`src/rtl/prod_obs_monitor.sv`:
```
// Relational observation monitor: re-aligns Left/Right event streams through
// one small FIFO per side and raises sticky failure flags on the first divergence.
module prod_obs_monitor #(
  parameter int W        = 32,
  parameter int DEPTH    = 4,
  parameter int MAX_SKEW = 64,
  parameter int CNT_W    = 16
) (
  input  logic             clk_i,
  input  logic             rst_ni,
  input  logic             enable_i,
  input  logic             obs_valid_l_i,
  input  logic [W-1:0]     obs_data_l_i,
  input  logic             obs_valid_r_i,
  input  logic [W-1:0]     obs_data_r_i,
  output logic [CNT_W-1:0] cmp_count_o,
  output logic             violation_o,
  output logic             overflow_o,
  output logic             timeout_o,
  output logic [W-1:0]     mismatch_l_o,
  output logic [W-1:0]     mismatch_r_o,
  output logic             fail_o
);

  localparam int AW = (DEPTH > 1) ? $clog2(DEPTH) : 1;
  localparam int OW = AW + 1;
  localparam int SW = $clog2(MAX_SKEW + 1);

  typedef enum logic {
    ST_RUN  = 1'b0,
    ST_FAIL = 1'b1
  } state_t;

  state_t state_reg;

  logic            run;
  logic [1:0]      valid_s;
  logic [W-1:0]    data_s [2];
  logic [W-1:0]    head [2];
  logic [1:0]      nonempty;
  logic [1:0]      push_ok;
  logic [1:0]      drop;
  logic            pop;
  logic            heads_equal;
  logic            diff_hit;
  logic            one_side;
  logic            timeout_hit;
  logic [SW-1:0]   skew_reg;
  logic [SW-1:0]   skew_next;

  assign run       = (state_reg == ST_RUN);
  assign valid_s   = {obs_valid_r_i, obs_valid_l_i};
  assign data_s[0] = obs_data_l_i;
  assign data_s[1] = obs_data_r_i;

  // Pops look only at pre-edge occupancy, so a fresh pair is compared one edge later.
  assign pop         = run && (&nonempty);
  assign heads_equal = (head[0] == head[1]);
  assign diff_hit    = pop && !heads_equal;

  genvar gi;
  generate
    for (gi = 0; gi < 2; gi++) begin : g_side
      logic [W-1:0]  mem [DEPTH];
      logic [AW-1:0] wr_ptr_reg;
      logic [AW-1:0] rd_ptr_reg;
      logic [OW-1:0] occ_reg;
      logic          push_req;

      assign nonempty[gi] = (occ_reg != '0);
      assign head[gi]     = mem[rd_ptr_reg];
      assign push_req     = run && enable_i && valid_s[gi];
      // A full FIFO still accepts when its head leaves on the same edge.
      assign push_ok[gi]  = push_req && ((occ_reg != OW'(DEPTH)) || pop);
      assign drop[gi]     = push_req && !push_ok[gi];

      always_ff @(posedge clk_i) begin
        if (push_ok[gi]) begin
          mem[wr_ptr_reg] <= data_s[gi];
        end
      end

      always_ff @(posedge clk_i or negedge rst_ni) begin
        if (!rst_ni) begin
          wr_ptr_reg <= '0;
          rd_ptr_reg <= '0;
          occ_reg    <= '0;
        end else begin
          if (push_ok[gi]) begin
            wr_ptr_reg <= wr_ptr_reg + AW'(1);
          end
          if (pop) begin
            rd_ptr_reg <= rd_ptr_reg + AW'(1);
          end
          case ({push_ok[gi], pop})
            2'b10:   occ_reg <= occ_reg + OW'(1);
            2'b01:   occ_reg <= occ_reg - OW'(1);
            default: occ_reg <= occ_reg;
          endcase
        end
      end
    end
  endgenerate

  assign one_side    = run && (nonempty[0] ^ nonempty[1]);
  assign skew_next   = one_side ? (skew_reg + SW'(1)) : '0;
  assign timeout_hit = one_side && (skew_reg == SW'(MAX_SKEW - 1));

  always_ff @(posedge clk_i or negedge rst_ni) begin
    if (!rst_ni) begin
      state_reg    <= ST_RUN;
      skew_reg     <= '0;
      cmp_count_o  <= '0;
      violation_o  <= 1'b0;
      overflow_o   <= 1'b0;
      timeout_o    <= 1'b0;
      mismatch_l_o <= '0;
      mismatch_r_o <= '0;
      fail_o       <= 1'b0;
    end else begin
      case (state_reg)
        ST_RUN: begin
          skew_reg <= skew_next;
          if (pop && heads_equal && (cmp_count_o != '1)) begin
            cmp_count_o <= cmp_count_o + CNT_W'(1);
          end
          if (diff_hit) begin
            violation_o  <= 1'b1;
            mismatch_l_o <= head[0];
            mismatch_r_o <= head[1];
          end
          if (|drop) begin
            overflow_o <= 1'b1;
          end
          if (timeout_hit) begin
            timeout_o <= 1'b1;
          end
          if (diff_hit || (|drop) || timeout_hit) begin
            state_reg <= ST_FAIL;
            fail_o    <= 1'b1;
          end
        end
        default: begin
          state_reg <= ST_FAIL;
          fail_o    <= 1'b1;
        end
      endcase
    end
  end

endmodule
```
`config.mk`:
```
export PLATFORM = sky130hd
export DESIGN_NAME = prod_obs_monitor
export DESIGN_NICKNAME = d
export VERILOG_FILES = /design/src/rtl/prod_obs_monitor.sv
export SDC_FILE = /design/constraint.sdc
export NUM_CORES = 1
export LEC_CHECK = 0
export ABC_AREA = 1
export ABC_CLOCK_PERIOD_IN_PS = 4100
export CAP_MARGIN = 40
export CORE_MARGIN = 5
export CORE_UTILIZATION = 57
export DETAILED_ROUTE_END_ITERATION = 16
export HOLD_SLACK_MARGIN = 0.15
export PLACE_DENSITY_LB_ADDON = 0.1
export SKIP_CTS_REPAIR_TIMING = 1
export SLEW_MARGIN = 15
export SYNTH_ARGS = -nofsm -noshare
export SYNTH_HDL_FRONTEND = slang
export SYNTH_SLANG_ARGS = --single-unit
```
`constraint.sdc`:
```
create_clock -name clk_i -period 4.1 [get_ports clk_i]
set_clock_uncertainty 0.15 [all_clocks]
set_input_delay 0.41 -clock clk_i [delete_from_list [all_inputs] [get_ports clk_i]]
set_output_delay 0.41 -clock clk_i [all_outputs]
set_load 0.05 [all_outputs]
```
==> Implementation_results.wiki, run 1 <==
{| class="wikitable"
! Metric !! Value
|-
| Met2 track demand over resource || 41.3%
|-
| Relative contribution of sequential cells to total power || 52.0%
|-
| Setup crit end kind || flop
|-
| Share of final-layout standard cells stronger than drive strength 1 || 6.42%
|-
| Setup repair after global routing missed its margin || false
|-
| Htree depth || 2
|-
| Number of max-slew violations in the final report || 0
|-
| Switching share of total power || approximately 18%
|-
| Worst R2R Path Depth || 17
|-
| Tot GR Track Use || between 20% and 30%
|-
| Worst slew margin relative to its limit || 54.1%
|-
| Power density over cell area || 399 nW/µm²
|-
| Number of input and output port buffers inserted || around 150
|-
| Core box area || 27,100 µm²
|-
| Half-perimeter wire length of the detailed placement result || ~24 mm
|-
| Worst hold path class || in2async
|-
| Clock network latency to the later pin of the worst-skew pair || 510 ps
|-
| Achievable frequency || around 300 MHz
|-
| Net switching component of the power || between 1 and 1.5 mW
|-
| Number of maximum-capacitance violations || 0
|-
| Synthesized area || 15,800 µm²
|-
| Crit Reg-Reg Startpoint || g_side[0].rd_ptr_reg[0]
|-
| Die Ht || around 180 µm
|-
| GRT busiest layer || met2
|-
| Count of inserted antenna diode cells || 0
|-
| Number of setup violations in the final report || 0
|-
| Flip-flop and latch count after synthesis || between 300 and 400
|-
| Largest register by flop count || g_side.mem
|-
| Tightest Pin Transition || slightly below 700 ps
|-
| Net count after synthesis || approximately 1,700
|-
| Average routed wire per standard cell || around 17 µm
|-
| Die area || 31,100 µm²
|-
| Type of the worst setup path || reg2reg
|-
| Initial Utilization || 58.2%
|-
| Initial antenna violation count || 0
|-
| Total CTS buffers || 37
|-
| Leak pwr || ~8 nW
|-
| Synth top area cells || edfxtp_1, nand2_1, dfrtp_1
|-
| Number of standard cells in the layout, taps in and fillers out || roughly 2,100
|-
| Routed vias || around 11,000
|-
| First-pass DRT Iterations || 5
|-
| GR Overflow Total || 0
|-
| Final weighted congestion in routability-driven placement || between 0.8 and 0.9
|-
| Detailed Route WL || around 37 mm
|-
| Clk pin slew, worst setup/hold paths || 60 ps
|-
| Number of warnings issued by yosys || 0
|-
| Crit path launch type || flop
|-
| Total I/O pin count || 153
|-
| Number of enable flip-flop cells after synthesis || between 200 and 300
|-
| Min Tclk post-route || between 3000 and 4000 ps
|-
| Inst Count DP || about 2,100
|-
| Number of placement rows || 60
|-
| Layout overhead on the synthesized area || 19.8%
|-
| Sink count of the clock tree || between 300 and 400
|-
| Commonest cells in the netlist || nand2_1, edfxtp_1, nand3_1
|-
| Largest register FFs || ~260
|-
| Sequential area share after synthesis || about two thirds
|-
| Logic gate share of total power || under 10%
|-
| Synthesized area per cell || 9.85 µm²
|-
| TritonCTS clock tree || yes
|-
| Global-route wire length before repair || slightly below 60 mm
|-
| Critical Path RT || 4330 ps
|-
| Number of global-route vias before repair || between 10,000 and 15,000
|-
| Most used flip-flop cell after synthesis || edfxtp_1
|-
| Setup Slack @ Placement || between 700 and 800 ps
|-
| Gate count after technology mapping || around 1,600
|-
| Part of the power in the clock network || about 46%
|-
| Fill cell total of the finished layout || about 2,000
|-
| Count of routing violations after the opening detailed-route iteration || 970
|-
| Internal || 6.15 mW
|-
| Met3 Usage GRT || 3.55%
|-
| Post-detailed-route count of antenna-violating nets || 0
|-
| Via density || roughly 5.3
|-
| Area share of the largest cell type after synthesis || between 40% and 50%
|-
| Peak VDD IR || 0.354 mV
|-
| Met1 Track Usage GR || between 30% and 40%
|-
| Largest net degree at the start of global routing || a little under 70
|-
| Maximum count of clock buffers along a single path || 3
|-
| Share of the cycle needed by the critical path after routing || a little over 80%
|-
| Library cell with the highest instance count after synthesis || nand2_1
|-
| Outcome || complete, no violations
|-
| Critical path data arrival time || 3610 ps
|-
| Share of flip-flops with an asynchronous set or reset after synthesis || 29.3%
|-
| Top fanout value on the critical path || 29
|-
| Unique cell type count in the Yosys netlist || 31
|-
| Final total power || roughly 7.5 mW
|-
| Final worst-path setup slack || about 720 ps
|-
| Count of unresolved DRC violations after routing || 0
|-
| Largest regs || g_side.mem: 256 flops, mismatch_l_o: 32 flops, mismatch_r_o: 32 flops
|-
| Startpoint of the most critical setup path || g_side[0].rd_ptr_reg[0]
|-
| Number of hold violations in the final report || 0
|-
| Width of the die || ~180 µm
|-
| Root Buffer || clkbuf_16
|-
| Total Negative Setup Slacks || 0 ps
|-
| Final nets || between 1,500 and 2,000
|-
| Synth area leader || edfxtp_1
|}
[critical path: stages (launching register included)]
cell,delay (ps)
dfrtp_2,400
inv_2,240
buf_4,380
nand2_1,100
nand3_1,80
nand2_1,120
inv_1,100
nand2_1,50
nand2_1,80
nand2_1,90
nor2_1,90
nand2_1,140
nor2_4,130
buf_4,240
nand2_2,80
nand2_2,350
buf_4,300
nand3b_1,110
[path summary, 6_finish.rpt]
path | end | slack, ps
setup reg to reg | fail_o | 720
hold reg to reg | overflow_o | 320
min in group clk_i | overflow_o | 320
hold / removal | skew_reg[3] | 310
max in group asynchronous | g_side[1].rd_ptr_reg[0] | 2580
setup / recovery | fail_o | 720
[layout make-up]
class / count / area [µm²] / area share [%]
Tap cell: 372 / 465 / 2.46
Clock buffer: 50 / 1050 / 5.54
Inverter: 93 / 349 / 1.85
Sequential cell: 362 / 10300 / 54.7
Multi-Input combinational cell: 1074 / 4690 / 24.8
Clock inverter: 16 / 231 / 1.23
Timing Repair Buffer: 180 / 1770 / 9.36
[layout by cell type, fill, tap and decap left out, drive strengths merged, types with 12 or more instances in the layout]
cell type	Yosys	final
nand3	202	202
nor2	40	40
clkbuf	15	50
clkdlybuf4s50	0	151
xor2	17	17
edfxtp	256	256
buf	57	28
ha	12	12
nand4	18	18
clkinv	5	12
nand2	749	749
dfrtp	106	106
inv	88	90
[per-stage QoR]
step	utilization (%)	hold WS, ps	instance area (µm²)
finish	69.7	312	18900
global route	69.7	349	18900
global placement	65.0	298	17600
detailed placement	65.0	307	17600
floorplan	-	-35.6	15800
CTS	69.7	-209	18900
[routing by layer]
metal | vias up | share of wire [%]
li1 | 5532 | -
met1 | 5400 | 40
met2 | 374 | 50
met3 | 71 | 6.4
met4 | 0 | 3.4
met5 | - | 0
[power by group through the flow]
stage          registers (mW)  clock network, mW  logic (mW)
6_report                 3.92               3.50       0.116
4_1_cts                  3.92               3.55       0.117
3_3_place_gp             4.00                  0       0.115
5_1_grt                  3.92               3.72       0.127
3_5_place_dp             4.00                  0       0.117
2_1_floorplan            4.00                  0   0.0000134
[cell families after synthesis]
family                     synth area share (%)
adders and majority gates                  1.21
muxes                                    0.0635
buffers and inverters                      4.85
DFF                                        65.6
AOI/OAI and AO/OA                         0.563
xor gates and xnor gates                   1.28
and+or+nand+nor                            26.5
Note: power is estimated with default switching activity, not from simulation.
==> run 2: changes to the inputs <==
--- a/config.mk
+++ b/config.mk
@@ -6,7 +6,7 @@
 export NUM_CORES = 1
 export LEC_CHECK = 0
 export ABC_AREA = 1
-export ABC_CLOCK_PERIOD_IN_PS = 4100
+export ABC_CLOCK_PERIOD_IN_PS = 3400
 export CAP_MARGIN = 40
 export CORE_MARGIN = 5
 export CORE_UTILIZATION = 57
==> constraint.sdc (replaced) <==
create_clock -name clk_i -period 3.4 [get_ports clk_i]
set_clock_uncertainty 0.15 [all_clocks]
set_input_delay 0.34 -clock clk_i [delete_from_list [all_inputs] [get_ports clk_i]]
set_output_delay 0.34 -clock clk_i [all_outputs]
set_load 0.05 [all_outputs]
==> run 2 against run 1 <==
Maximum frequency increased by 18%. Die area unchanged. Cell area barely moved. Utilization about the same. Sequential power rose by 21%. Flip-flop and latch count did not move. Register-to-register slack lost 180 ps. Setup slack lost 180 ps. Largest power group unchanged.
==> Implementation_results.wiki, run 2 (synthesis gave the netlist of run 1 again) <==
{| class="wikitable"
! Metric !! Value
|-
| Outcome || complete, no violations
|-
| Placed Instance Area || 17,700 µm² (+0.33%)
|-
| Average routed wire per standard cell || 17.8 µm (+3.2%)
|-
| Final design area excluding fillers || 18,900 µm² (about the same)
|-
| Peak VDD IR || 0.439 mV (+24%)
|-
| Total CTS buffers || 38 (+2.7%)
|-
| Htree depth || 2 (unchanged)
|-
| Largest register FFs || 256 (unchanged)
|-
| Total I/O pin count || 153 (unchanged)
|-
| Clock network latency to the later pin of the worst-skew pair || 520 ps (about the same)
|-
| Layout overhead on the synthesized area || 19.8% (about the same)
|-
| Setup repair after global routing missed its margin || false
|-
| Final total power || 8.87 mW (+18%)
|-
| TritonCTS clock tree || yes
|-
| Clk pin slew, worst setup/hold paths || 60 ps (about the same)
|-
| Inst Count DP || 2,086 (+0.29%)
|-
| Number of maximum-capacitance violations || 0 (unchanged)
|-
| First-pass DRT Iterations || 7 (+2)
|-
| Initial Utilization || 58.2% (unchanged)
|-
| Setup crit end kind || flop
|-
| Critical path data arrival time || 3160 ps (-450 ps)
|-
| Number of standard cells in the layout, taps in and fillers out || 2,156 (+0.42%)
|-
| Final nets || 1,838 (+0.38%)
|-
| Crit path launch type || flop
|-
| Maximum count of clock buffers along a single path || 3 (unchanged)
|-
| Global-route wire length before repair || 60.1 mm (+3.6%)
|-
| Via density || 5.37 (+1.4%)
|-
| Core box area || 27,100 µm² (unchanged)
|-
| Initial antenna violation count || 0 (unchanged)
|-
| Number of max-slew violations in the final report || 0 (unchanged)
|-
| Total Negative Setup Slacks || 0 ps (unchanged)
|-
| Commonest cells after routing, fill and taps aside || nand2_1, edfxtp_1, nand3_1
|-
| Tot GR Track Use || 24.6% (+0.91 points)
|-
| Post-detailed-route count of antenna-violating nets || 0 (unchanged)
|-
| Root Buffer || clkbuf_16
|-
| Number of input and output port buffers inserted || 152 (unchanged)
|-
| Most common cell after layout, fill and taps aside || nand2_1
|-
| Share of final-layout standard cells stronger than drive strength 1 || 6.84% (+0.42 points)
|-
| Type of the worst setup path || reg2reg
|-
| Critical Path RT || 3700 ps (-630 ps)
|-
| Routed vias || 11,579 (+1.8%)
|-
| Count of unresolved DRC violations after routing || 0 (unchanged)
|-
| Detailed Route WL || 38.3 mm (+3.6%)
|-
| Power density over cell area || 469 nW/µm² (+18%)
|-
| Largest net degree at the start of global routing || 68 (unchanged)
|-
| Achievable frequency || 349 MHz (+18%)
|-
| Share of the cycle needed by the critical path after routing || 84.2% (+1.8 points)
|-
| Width of the die || 176 µm (unchanged)
|-
| Count of routing violations after the opening detailed-route iteration || 1,070 (+10%)
|-
| Final worst hold slack || 278 ps (-33.6 ps)
|-
| GR Overflow Total || 0 (unchanged)
|-
| Leak pwr || 8.25 nW (+0.11%)
|-
| Tightest Pin Transition || 721 ps (+32.8 ps)
|-
| Number of placement rows || 60 (unchanged)
|-
| Largest register by flop count || g_side.mem
|-
| Largest regs || g_side.mem: 256 flops, mismatch_l_o: 32 flops, mismatch_r_o: 32 flops
|-
| Min Tclk post-route || 2860 ps (-517 ps)
|-
| Final weighted congestion in routability-driven placement || 0.902 (+3.0%)
|-
| Number of global-route vias before repair || 11,223 (+1.0%)
|-
| Half-perimeter wire length of the detailed placement result || 25.2 mm (+3.7%)
|-
| Count of inserted antenna diode cells || 0 (unchanged)
|-
| Number of setup violations in the final report || 0 (unchanged)
|-
| Die Ht || 176 µm (unchanged)
|-
| Number of hold violations in the final report || 0 (unchanged)
|-
| Sink count of the clock tree || 362 (unchanged)
|-
| Die area || 31,100 µm² (unchanged)
|-
| Worst hold path class || in2async
|-
| Worst slew margin relative to its limit || 51.9% (-2.2 points)
|-
| Top fanout value on the critical path || 43 (+48%)
|}
## run 2: changes by cell type in the layout (fill, tap and decap cells not counted)
cell,delta
buf_4,+5
clkbuf_1,-2
clkinv_1,+3
clkbuf_16,+2
clkbuf_8,+4
buf_12,+1
bufinv_16,-6
clkinv_4,+1
clkinvlp_4,+1
## run 2: final timing paths
kind	start	to	slack (ps)	depth (start not counted)
worst min-delay path	rst_ni	skew_reg[5]	280	2
worst max register to register	g_side[1].rd_ptr_reg[0]	mismatch_r_o[12]	540	17
worst max-delay path	g_side[1].rd_ptr_reg[0]	mismatch_r_o[12]	540	17
min in group clk_i	obs_data_r_i[29]	g_side[1].mem[2][29]	310	1
max in group asynchronous	rst_ni	g_side[0].rd_ptr_reg[0]	2050	3
worst min register to register	violation_o	violation_o	310	2
## run 2: worst max-delay path, cell delays in order (launching register included)
cell     delay, ps
dfrtp_2        410
inv_2          210
buf_12         190
nand2_1         70
nand2_1         60
nand2_1        110
nand2_1        140
nand2_1         60
nand2_1        100
nand2_1         60
nor2_1         140
nand2_1        120
nor2_4         160
nand2_2         80
nand2_2         70
buf_4          400
nand2_1        130
nand2_1         90
## run 2: power breakdown
group | internal, mW | leakage, nW | switching (mW)
combinational | 0.0722 | 3.91 | 0.0693
sequential | 4.73 | 3.74 | 0
clock | 2.35 | 0.598 | 1.65
total | 7.15 | 8.25 | 1.71
## run 2: routing by layer
metal	up-vias	track usage (%)	part of all wire, %
met1	5530	31.5	40
li1	5560	-	-
met3	82	3.55	6.2
met5	-	0	0
met2	407	42.7	50
met4	0	9.28	4.0
## run 2: cell type report
type	instances	area (µm²)
Clock buffer	54	1140
Tap cell	372	465
Sequential cell	362	10300
Fill cell	2046	8210
Timing Repair Buffer	186	1830
Multi-Input combinational cell	1074	4690
Inverter	93	349
Clock inverter	15	78.8
## run 2: metrics by stage
step	util (%)	setup WS, ps
2_1_floorplan	-	341
3_3_place_gp	65.2	717
3_5_place_dp	65.2	612
4_1_cts	69.7	568
5_1_grt	69.7	344
6_report	69.7	536
==> run 3: changes to the inputs <==
--- a/config.mk
+++ b/config.mk
@@ -6,7 +6,7 @@
 export NUM_CORES = 1
 export LEC_CHECK = 0
 export ABC_AREA = 1
-export ABC_CLOCK_PERIOD_IN_PS = 3400
+export ABC_CLOCK_PERIOD_IN_PS = 2900
 export CAP_MARGIN = 40
 export CORE_MARGIN = 5
 export CORE_UTILIZATION = 57
==> constraint.sdc (replaced) <==
create_clock -name clk_i -period 2.9 [get_ports clk_i]
set_clock_uncertainty 0.15 [all_clocks]
set_input_delay 0.29 -clock clk_i [delete_from_list [all_inputs] [get_ports clk_i]]
set_output_delay 0.29 -clock clk_i [all_outputs]
set_load 0.05 [all_outputs]
==> run 3 against run 2 <==
Utilization is 1.3 points higher. Final cell count rose by 0.51%. Worst hold slack got worse by 120 ps. Cell area is 1.9% higher. Critical path depth unchanged. Register-to-register slack worse by 320 ps. Sequential power is 17% higher. Combinational power up 18%. Power up 24%. Sequential share of layout area fell by 1.0 points. Non-clock buffer count is 11 higher. Maximum frequency grew 6.6%. Largest cell class unchanged.
==> Implementation_results.wiki, run 3 (synthesis gave the netlist of run 1 again) <==
{| class="wikitable"
! Metric !! Value
|-
| Type of the worst setup path || reg2reg
|-
| Commonest cells after routing, fill and taps aside || nand2_1, edfxtp_1, nand3_1
|-
| Power density over cell area || 572 nW/µm² (+22%)
|-
| Number of setup violations in the final report || 0 (unchanged)
|-
| Half-perimeter wire length of the detailed placement result || 25.6 mm (+1.6%)
|-
| Worst hold path class || in2async
|-
| Average routed wire per standard cell || 17.7 µm (about the same)
|-
| Die Ht || 176 µm (unchanged)
|-
| Family with the most delay on the worst path || simple AND/OR/NAND/NOR gates
|-
| Share of final-layout standard cells stronger than drive strength 1 || 7.69% (+0.85 points)
|-
| Total I/O pin count || 153 (unchanged)
|-
| Worst reg2reg setup slack || 210 ps (-320 ps)
|-
| Maximum count of clock buffers along a single path || 3 (unchanged)
|-
| Reg-to-Reg End || cmp_count_o[0]
|-
| Tot GR Track Use || 24.9% (+0.33 points)
|-
| Share of the cycle needed by the critical path after routing || 92.6% (+8.4 points)
|-
| Worst slew margin relative to its limit || 62.8% (+11 points)
|-
| Global-route wire length before repair || 60.7 mm (+0.84%)
|-
| Clock network latency to the later pin of the worst-skew pair || 530 ps (about the same)
|-
| Top fanout value on the critical path || 46 (+7.0%)
|-
| Critical Path RT || 3150 ps (-550 ps)
|-
| Outcome || complete, no violations
|-
| Final design area excluding fillers || 19,300 µm² (+1.9%)
|-
| Setup repair after global routing missed its margin || false
|-
| Sink count of the clock tree || 362 (unchanged)
|-
| Leak pwr || 8.42 nW (+2.1%)
|-
| Most frequent CP cell || nand2_1
|-
| Total CTS buffers || 38 (unchanged)
|-
| Number of hold violations in the final report || 0 (unchanged)
|-
| Achievable frequency || 372 MHz (+6.6%)
|-
| Initial Utilization || 58.2% (unchanged)
|-
| Critical path data arrival time || 2930 ps (-230 ps)
|-
| Setup crit end kind || flop
|-
| Biggest cell delay along the critical path || 430 ps (+20 ps)
|-
| Number of global-route vias before repair || 11,326 (+0.92%)
|-
| Min Tclk post-route || 2690 ps (-178 ps)
|-
| Clk pin slew, worst setup/hold paths || 60 ps (about the same)
|-
| Width of the die || 176 µm (unchanged)
|-
| Initial antenna violation count || 1 (+1)
|-
| Largest regs || g_side.mem: 256 flops, mismatch_l_o: 32 flops, mismatch_r_o: 32 flops
|-
| Count of inserted antenna diode cells || 0 (unchanged)
|-
| Routed vias || 11,568 (-0.095%)
|-
| Tightest Pin Transition || 556 ps (-165 ps)
|-
| Peak VDD IR || 0.405 mV (-7.7%)
|-
| Max stage delay cell, worst path || dfrtp_2
|-
| Most common cell after layout, fill and taps aside || nand2_1
|-
| Worst R2R Path Depth || 17 (unchanged)
|-
| Count of unresolved DRC violations after routing || 0 (unchanged)
|-
| Largest register FFs || 256 (unchanged)
|-
| Root Buffer || clkbuf_16
|-
| Layout overhead on the synthesized area || 22.1%
|-
| Htree depth || 2 (unchanged)
|-
| Via density || 5.34 (-0.60%)
|-
| Count of routing violations after the opening detailed-route iteration || 1,095 (+2.3%)
|-
| WP buf/inv || 5 (+2)
|-
| Startpoint of the most critical setup path || g_side[1].rd_ptr_reg[0]
|-
| Largest register by flop count || g_side.mem
|-
| Die area || 31,100 µm² (unchanged)
|-
| Number of placement rows || 60 (unchanged)
|-
| Largest net degree at the start of global routing || 65 (-4.4%)
|-
| Number of maximum-capacitance violations || 0 (unchanged)
|-
| Crit Reg-Reg Startpoint || g_side[1].rd_ptr_reg[0]
|-
| TritonCTS clock tree || yes
|-
| Sequence of cells on the critical path || inv_2 > buf_12 > nand2_1 > nand3_1 > nand2_1 > inv_2 > nand2_1 > nand2_1 > nand2_1 > nor2_1 > nand2_1 > nor2_4 > buf_4 > nand3_2 > buf_4 > nand2_1 > nand2_1
|-
| GR Overflow Total || 0 (unchanged)
|-
| Final total power || 11.0 mW (+24%)
|-
| Capture point of the worst path || cmp_count_o[0]
|-
| Placed Instance Area || 17,900 µm² (+1.2%)
|-
| Final nets || 1,849 (+0.60%)
|-
| Number of input and output port buffers inserted || 152 (unchanged)
|-
| Number of max-slew violations in the final report || 0 (unchanged)
|-
| Path length in cells of the critical path || 17 (unchanged)
|-
| Post-detailed-route count of antenna-violating nets || 0 (unchanged)
|-
| Core box area || 27,100 µm² (unchanged)
|-
| Final weighted congestion in routability-driven placement || 0.919 (+1.9%)
|-
| Detailed Route WL || 38.5 mm (+0.45%)
|-
| Crit path launch type || flop
|-
| First-pass DRT Iterations || 5 (-2)
|}
-- run 3: changes by cell type in the layout (fill, tap and decap cells not counted), sizes merged --
cell      previous run  this run
clkinvlp             2         0
bufinv               0         9
clkbuf              54        48
buf                 34        45
clkinv              16        15
-- run 3: report_power, final --
part / internal, mW / leakage, nW / total, mW / switching (mW)
sequential: 5.55 / 3.74 / 5.55 / 0
clock: 3.33 / 0.676 / 5.30 / 1.97
combinational: 0.0846 / 4.00 / 0.167 / 0.0820
-- run 3: cell type report --
| class | count | area [µm²] |
|---|---|---|
| multi-input combinational | 1074 | 4690 |
| inverter | 93 | 349 |
| tap | 372 | 465 |
| timing repair buffer | 197 | 2040 |
| clock buffer | 48 | 1030 |
| clock inverter | 21 | 340 |
| fill | 1946 | 7850 |
| sequential | 362 | 10300 |
-- run 3: worst min-delay path by stage --
stage	end	depth (start not counted)
after global routing	g_side[0].wr_ptr_reg[1]	2
after detailed placement	skew_reg[2]	1
final	skew_reg[1]	2
after global placement	skew_reg[1]	1
after CTS	skew_reg[1]	1
after floorplan	cmp_count_o[0]	0
-- run 3: per-stage QoR --
stage	utilization (%)	setup WS, ps	hold slack, ps	cells	TNS [ps]
floorplan	-	-159	-156	1601	-20370
global placement	65.9	223	167	2097	0
detailed placement	65.9	185	168	2097	0
CTS	71.0	149	-382	2166	0
global route	71.1	18.1	198	2167	0
finish	71.1	213	158	2167	0
-- run 3: layer usage --
metal  GRT usage (%)  vias to the layer above  share of wire, %
met4            7.19                        2               2.6
met5               0                        -             0.034
met1            33.3                     5504                41
met3            3.62                       71               6.3
met2            42.9                      417                50
li1                -                     5574                 -
